$ cat config.mk
export PLATFORM = sky130hd
export DESIGN_NAME = proc_sequencer_flat
export DESIGN_NICKNAME = d
export VERILOG_FILES = /design/src/rtl/proc_sequencer_if.sv /design/src/rtl/proc_sequencer.sv /design/src/flat_wrapper.sv
export SDC_FILE = /design/constraint.sdc
export NUM_CORES = 1
export LEC_CHECK = 0
export CORE_ASPECT_RATIO = 0.5
export CORE_MARGIN = 2
export CORE_UTILIZATION = 30
export DETAILED_ROUTE_END_ITERATION = 8
export GPL_ROUTABILITY_DRIVEN = 0
export PLACE_DENSITY = 0.48
export SYNTH_ARGS = -nofsm -noshare
export SYNTH_HDL_FRONTEND = slang
export SYNTH_SLANG_ARGS = --single-unit
$ cat constraint.sdc
create_clock -name Clock -period 5.8 [get_ports Clock]
set_clock_uncertainty 0.2 [all_clocks]
set_input_delay 1.16 -clock Clock [delete_from_list [all_inputs] [get_ports Clock]]
set_output_delay 1.16 -clock Clock [all_outputs]
set_load 0.03 [all_outputs]
$ cat src/rtl/proc_sequencer_if.sv
// Host/proc-side bundle for proc_sequencer: instruction push port, proc issue bus and status.
// master = host/bench side, slave = sequencer side.
interface proc_sequencer_if #(
  parameter int ADDRW = 2,
  parameter int CNTW  = 8
) ();
  logic              InValid;
  logic              InReady;
  logic [5:0]        InFunc;
  logic [7:0]        InData;
  logic              w;
  logic [1:0]        F;
  logic [1:0]        Rx;
  logic [1:0]        Ry;
  logic [7:0]        Data;
  logic              ProcDone;
  logic              Busy;
  logic [ADDRW:0]    Level;
  logic [CNTW-1:0]   IssueCount;
  logic              Error;

  modport master (
    output InValid, InFunc, InData, ProcDone,
    input  InReady, w, F, Rx, Ry, Data, Busy, Level, IssueCount, Error
  );

  modport slave (
    input  InValid, InFunc, InData, ProcDone,
    output InReady, w, F, Rx, Ry, Data, Busy, Level, IssueCount, Error
  );
endinterface

$ cat src/rtl/proc_sequencer.sv
// Instruction FIFO and one-at-a-time issue controller for the 4-register bus processor.
// Optional watchdog on the WAIT state: define PROC_SEQ_WATCHDOG_EN.
module proc_sequencer #(
  parameter int ADDRW = 2,
  parameter int CNTW  = 8,
  parameter int TMO   = 15
) (
  input  logic              Clock,
  input  logic              Reset,
  proc_sequencer_if.slave   bus
);
  localparam int DEPTH = 1 << ADDRW;
  localparam logic [ADDRW:0] DEPTH_L = (ADDRW+1)'(DEPTH);

  typedef enum logic [1:0] {IDLE, ISSUE, WAIT} state_t;

  state_t            state_reg, state_next;
  logic [13:0]       mem [DEPTH];
  logic [ADDRW-1:0]  wr_ptr_reg, rd_ptr_reg;
  logic [ADDRW:0]    level_reg;
  logic [1:0]        f_reg, rx_reg, ry_reg;
  logic [7:0]        data_reg;
  logic              w_reg;
  logic [CNTW-1:0]   count_reg;
  logic              full, not_empty, push, pop, done_ok, timeout;

  // Readiness comes from the registered level only, so a pop in the same cycle never frees a slot early.
  assign full      = (level_reg == DEPTH_L);
  assign not_empty = (level_reg != '0);
  assign push      = bus.InValid & ~full;

`ifdef PROC_SEQ_WATCHDOG_EN
  localparam int WDW = $clog2(TMO + 1);
  logic [WDW-1:0] wd_reg;
  logic           error_reg;

  assign timeout = (state_reg == WAIT) && !bus.ProcDone && (wd_reg == WDW'(TMO - 1));

  // Counter sits at zero outside WAIT, so it is clear on every entry into WAIT.
  always_ff @(posedge Clock) begin
    if (Reset) begin
      wd_reg    <= '0;
      error_reg <= 1'b0;
    end else begin
      if (state_reg != WAIT)
        wd_reg <= '0;
      else if (!timeout)
        wd_reg <= wd_reg + WDW'(1);
      if (timeout)
        error_reg <= 1'b1;
    end
  end

  assign bus.Error = error_reg;
`else
  assign timeout   = 1'b0;
  // TMO only matters with the watchdog built in; a negative limit is meaningless.
  assign bus.Error = (TMO < 0);
`endif

  always_comb begin
    state_next = state_reg;
    pop        = 1'b0;
    done_ok    = 1'b0;
    case (state_reg)
      IDLE: begin
        if (not_empty) begin
          pop        = 1'b1;
          state_next = ISSUE;
        end
      end
      ISSUE: state_next = WAIT;
      WAIT: begin
        if (bus.ProcDone) begin
          done_ok = 1'b1;
          if (not_empty) begin
            pop        = 1'b1;
            state_next = ISSUE;
          end else begin
            state_next = IDLE;
          end
        end else if (timeout) begin
          state_next = IDLE;
        end
      end
      default: state_next = IDLE;
    endcase
  end

  // Queue storage has no reset so it maps onto RAM; validity is tracked by the pointers.
  always_ff @(posedge Clock) begin
    if (push)
      mem[wr_ptr_reg] <= {bus.InFunc, bus.InData};
  end

  always_ff @(posedge Clock) begin
    if (Reset) begin
      state_reg  <= IDLE;
      wr_ptr_reg <= '0;
      rd_ptr_reg <= '0;
      level_reg  <= '0;
      f_reg      <= '0;
      rx_reg     <= '0;
      ry_reg     <= '0;
      data_reg   <= '0;
      w_reg      <= 1'b0;
      count_reg  <= '0;
    end else begin
      state_reg <= state_next;
      w_reg     <= pop;
      if (push)
        wr_ptr_reg <= wr_ptr_reg + ADDRW'(1);
      if (pop) begin
        rd_ptr_reg <= rd_ptr_reg + ADDRW'(1);
        {f_reg, rx_reg, ry_reg, data_reg} <= mem[rd_ptr_reg];
      end
      case ({push, pop})
        2'b10:   level_reg <= level_reg + (ADDRW+1)'(1);
        2'b01:   level_reg <= level_reg - (ADDRW+1)'(1);
        default: level_reg <= level_reg;
      endcase
      if (done_ok)
        count_reg <= count_reg + CNTW'(1);
    end
  end

  assign bus.InReady    = ~full;
  assign bus.w          = w_reg;
  assign bus.F          = f_reg;
  assign bus.Rx         = rx_reg;
  assign bus.Ry         = ry_reg;
  assign bus.Data       = data_reg;
  assign bus.Busy       = (state_reg != IDLE);
  assign bus.Level      = level_reg;
  assign bus.IssueCount = count_reg;
endmodule
$ cat src/flat_wrapper.sv
// flat-port wrapper written by rule: the top's interface ports become plain ports
module proc_sequencer_flat 
#(
  parameter int ADDRW = 2,
  parameter int CNTW  = 8,
  parameter int TMO   = 15
)
  (Clock, Reset, bus_InValid, bus_InFunc, bus_InData, bus_ProcDone, bus_InReady, bus_w, bus_F, bus_Rx, bus_Ry, bus_Data, bus_Busy, bus_Level, bus_IssueCount, bus_Error);
  proc_sequencer_if #(.ADDRW(ADDRW), .CNTW(CNTW)) bus_i ();
  input  logic Clock;
  input  logic Reset;
  input wire logic [$bits(bus_i.InValid)-1:0] bus_InValid;
  input wire logic [$bits(bus_i.InFunc)-1:0] bus_InFunc;
  input wire logic [$bits(bus_i.InData)-1:0] bus_InData;
  input wire logic [$bits(bus_i.ProcDone)-1:0] bus_ProcDone;
  output wire logic [$bits(bus_i.InReady)-1:0] bus_InReady;
  output wire logic [$bits(bus_i.w)-1:0] bus_w;
  output wire logic [$bits(bus_i.F)-1:0] bus_F;
  output wire logic [$bits(bus_i.Rx)-1:0] bus_Rx;
  output wire logic [$bits(bus_i.Ry)-1:0] bus_Ry;
  output wire logic [$bits(bus_i.Data)-1:0] bus_Data;
  output wire logic [$bits(bus_i.Busy)-1:0] bus_Busy;
  output wire logic [$bits(bus_i.Level)-1:0] bus_Level;
  output wire logic [$bits(bus_i.IssueCount)-1:0] bus_IssueCount;
  output wire logic [$bits(bus_i.Error)-1:0] bus_Error;
  assign bus_i.InValid = bus_InValid;
  assign bus_i.InFunc = bus_InFunc;
  assign bus_i.InData = bus_InData;
  assign bus_i.ProcDone = bus_ProcDone;
  assign bus_InReady = bus_i.InReady;
  assign bus_w = bus_i.w;
  assign bus_F = bus_i.F;
  assign bus_Rx = bus_i.Rx;
  assign bus_Ry = bus_i.Ry;
  assign bus_Data = bus_i.Data;
  assign bus_Busy = bus_i.Busy;
  assign bus_Level = bus_i.Level;
  assign bus_IssueCount = bus_i.IssueCount;
  assign bus_Error = bus_i.Error;
  proc_sequencer #(.ADDRW(ADDRW), .CNTW(CNTW), .TMO(TMO)) u_core (.Clock(Clock), .Reset(Reset), .bus(bus_i));
endmodule
==> reports/metrics.csv <==
stage;metric;value;unit
status;status;completed;
drt;routed length per instance;15.7;um
clock_network;post-CTS sizing;0;
layout;Multi-input gate area;1050;um2
sta;Max Clock Freq;0.279;GHz
run;total of max-cap violations;0;
placement;hpwl dp;3950;um
clock_network;Reg clk slew, reported paths;0.07;ns
synth;register bit total from synthesis;88;
setup_path;crit-path leading delay family;buffers and inverters;
pwr;Internal Pwr Total;0.00143;W
pwr;switching fraction of total power;0.317;
pwr;sequential power share;0.403;
floorplan;Die X-Extent;156;um
synth;EDFF count, synth;56;
synth;Seq/Total Area, Yosys;0.669;
sta;Worst Tran Pin Value;0.944;ns
pwr;Logic pwr share;0.296;
layout;non-filler instance count after layout;419;
drt;via/cell ratio;4.66;
clock_network;Hold Buf Count CTS;0;
drt;routed wire length;6580;um
drt;TritonRoute pass-1 iters;4;
floorplan;Die ar.;12500;um2
sta;Final setup violation count;0;
drt;First DRT Iteration DRCs;76;
layout;fraction of layout cells with a size suffix above 1;0.142;
clock_network;CTS Buf Count;9;
global_routing;largest net degree at the start of global routing;35;
sta;final hold vios;0;
clock_network;later-pin clock latency in the skew report;0.34;ns
drt;Routed Antenna Nets;0;
global_routing;grt total ovfl;0;
clock_network;clock sink count;88;
pwr;Max IR drop VDD;136;uV
drt;# DRC;0;
clock_network;maximum clock path buffer count;2;
synth;syn nets;248;
layout;area grow syn2layout;26.2;%
clock_network;root buffer cell;clkbuf_16;
placement;Post-Place Cells;403;
floorplan;CORE AREA;11100;um2
global_routing;vias in the first global route;1901;
floorplan;FP Rows;27;
setup_path;Setup Crit Path Kind;in2reg;
pwr;Final Total Pwr;0.00210;W
setup_path;crit start category;input port;
clock_network;H-Tree Depth;3;
global_routing;Tot GR Track Use;0.111;
sta;Max Slew Vio Count;0;
min_path;Hold/Removal Path Class;reg2reg;
sta;Final period util;0.619;
global_routing;first-pass GRT wire length;9930;um
floorplan;Ports;47;
layout;Fillers;1040;
layout;Biggest register;u_core.mem;
setup_path;CP peak stage delay;0.54;ns
sta;setup TNS;0;ns
sta;Final min period;3.59;ns
pwr;Clock power frac;0.301;
floorplan;Die Y;80.1;um
drt;via count;1952;
layout;n_diodes;0;
setup_path;crit path capture type;register;
synth;Mapped Avg Cell Area;15.6;um2
clock_network;CTS tree;yes;
sta;RSZ-0062 raised after global routing;no;
setup_path;Worst Path Max Fanout;15;
setup_path;Worst Path Arrival;3.66;ns
floorplan;Initial Util;0.312;
global_routing;initial antenna violation count;0;
setup_path;WP buf/inv;3;
layout;max reg flops;56;
pwr;Static Leak;1.44;nW
sta;normalized max-slew margin;0.366;
synth;Mapped Cells;223;
setup_path;cell at the slowest stage of the critical path;clkdlybuf4s50_1;
synth;Mapped Area;3470;um2
synth;synthesis warning total;0;
pwr;P per Cell Area;479;nW/um2
layout;fin nets;294;
placement;number of port buffers;45;
synth;Post-synth ARST share;0;
setup_path;CP required;5.87;ns
clock_network;post-CTS setup buffer count;0;
layout;flip-flop and latch area;2320;um2
pwr;Switch Pwr;0.000665;W
synth;Yosys cell types;39;
synth;Main synth FF type;edfxtp_1;
setup_path;crit path cell chain;clkdlybuf4s50_1, and2b_1, nor3_2, buf_4, ha_1, inv_1, fa_1, xor2_1, or3_1, a21oi_1;
## through the flow
stage / area (um2) / hold slack, ns / setup WS, ns / util
5_1_grt: 4380 / 0.308 / 2.08 / 0.393
4_1_cts: 4380 / 0.288 / 2.19 / 0.393
3_5_place_dp: 4060 / 0.276 / 1.84 / 0.364
2_1_floorplan: 3470 / 0.344 / 2.46 / -
6_report: 4380 / 0.280 / 2.21 / 0.393
3_3_place_gp: 4060 / 0.272 / 1.93 / 0.364
## cell usage in the layout, fill, tap and decap left out, drive strengths merged, types with 2 or more instances in the layout
cell type	instances
edfxtp	56
clkdlybuf4s50	45
dfxtp	32
mux4	14
nand2b	14
o2bb2ai	14
inv	11
nor2	10
clkbuf	10
a21oi	9
ha	6
and3	4
nand2	3
nand3	3
o31ai	3
or4	3
xor2	3
o21ai	3
or3	3
buf	3
nor4	3
nor3	2
a21o	2
nor2b	2
mux2	2
mux2i	2
bufinv	2
## kinds of logic (layout without fill, tap and decap cells)
kind of cell,after synthesis,in the layout,share of synthesized area
compound gates,31,31,0.0634
xor+xnor,4,4,0.0101
fa+ha+maj,7,7,0.0274
buf+inv,20,71,0.0281
flops,88,88,0.669
mux,18,18,0.103
other cells,1,1,0.00108
simple gates,54,54,0.0983
## Yosys cell counts (all sizes together) (2+ instances only)
master	n	area, um2
edfxtp	56	1680
dfxtp	32	641
mux4	14	315
nand2b	14	87.6
o2bb2ai	14	123
nor2	10	37.5
a21oi	9	45.0
buf	8	52.5
inv	7	26.3
ha	6	75.1
clkbuf	5	18.8
and3	4	25.0
nand2	3	11.3
nand3	3	15.0
nor4	3	33.8
o21ai	3	15.0
o31ai	3	22.5
or3	3	18.8
or4	3	22.5
xor2	3	26.3
a21o	2	15.0
mux2	2	22.5
mux2i	2	20.0
nor2b	2	12.5
nor3	2	20.0
## power by group through the flow
stage                     Combinational (W)  Sequential [W]  Clock, W
after detailed placement           0.000634        0.000860         0
after floorplan                    0.000323        0.000942         0
after global routing               0.000671        0.000859  0.000675
final                              0.000621        0.000845  0.000632
after CTS                          0.000636        0.000847  0.000650
after global placement             0.000624        0.000857         0
## per-layer routing
metal  vias up  global-route usage  wire (um)
met5         -                   0          0
met4         0              0.0303         40
met3         2              0.0496        303
met2        36               0.194       3360
met1       974               0.125       2880
li1        940                   -          -
## path summary, 6_finish.rpt
kind	from	endpoint	slack, ns	cells after the start
min	u_core.bus.Data[3]	u_core.bus.Data[3]	0.28	2
max reg2reg	u_core.state_reg[1]	u_core.bus.Level[2]	3.25	9
max	bus_ProcDone	u_core.bus.Level[2]	2.21	10
min reg2reg	u_core.bus.Data[3]	u_core.bus.Data[3]	0.28	2
## final cells by class
type                       instances  share of cell area
sequential                        88               0.530
multi-input combinational        115               0.240
timing repair buffer              48               0.108
clock buffer                      10              0.0522
tap                              145              0.0414
clock inverter                     6              0.0223
inverter                           7             0.00599
## worst register-to-register path, cell delays in order, from the launching register on
cell	delay [ns]
dfxtp_1	0.35
and2b_1	0.26
nor3_2	0.14
buf_4	0.26
ha_1	0.22
inv_1	0.06
fa_1	0.37
xor2_1	0.18
or3_1	0.31
a21oi_1	0.15
Note: power is estimated with default switching activity, not from simulation.
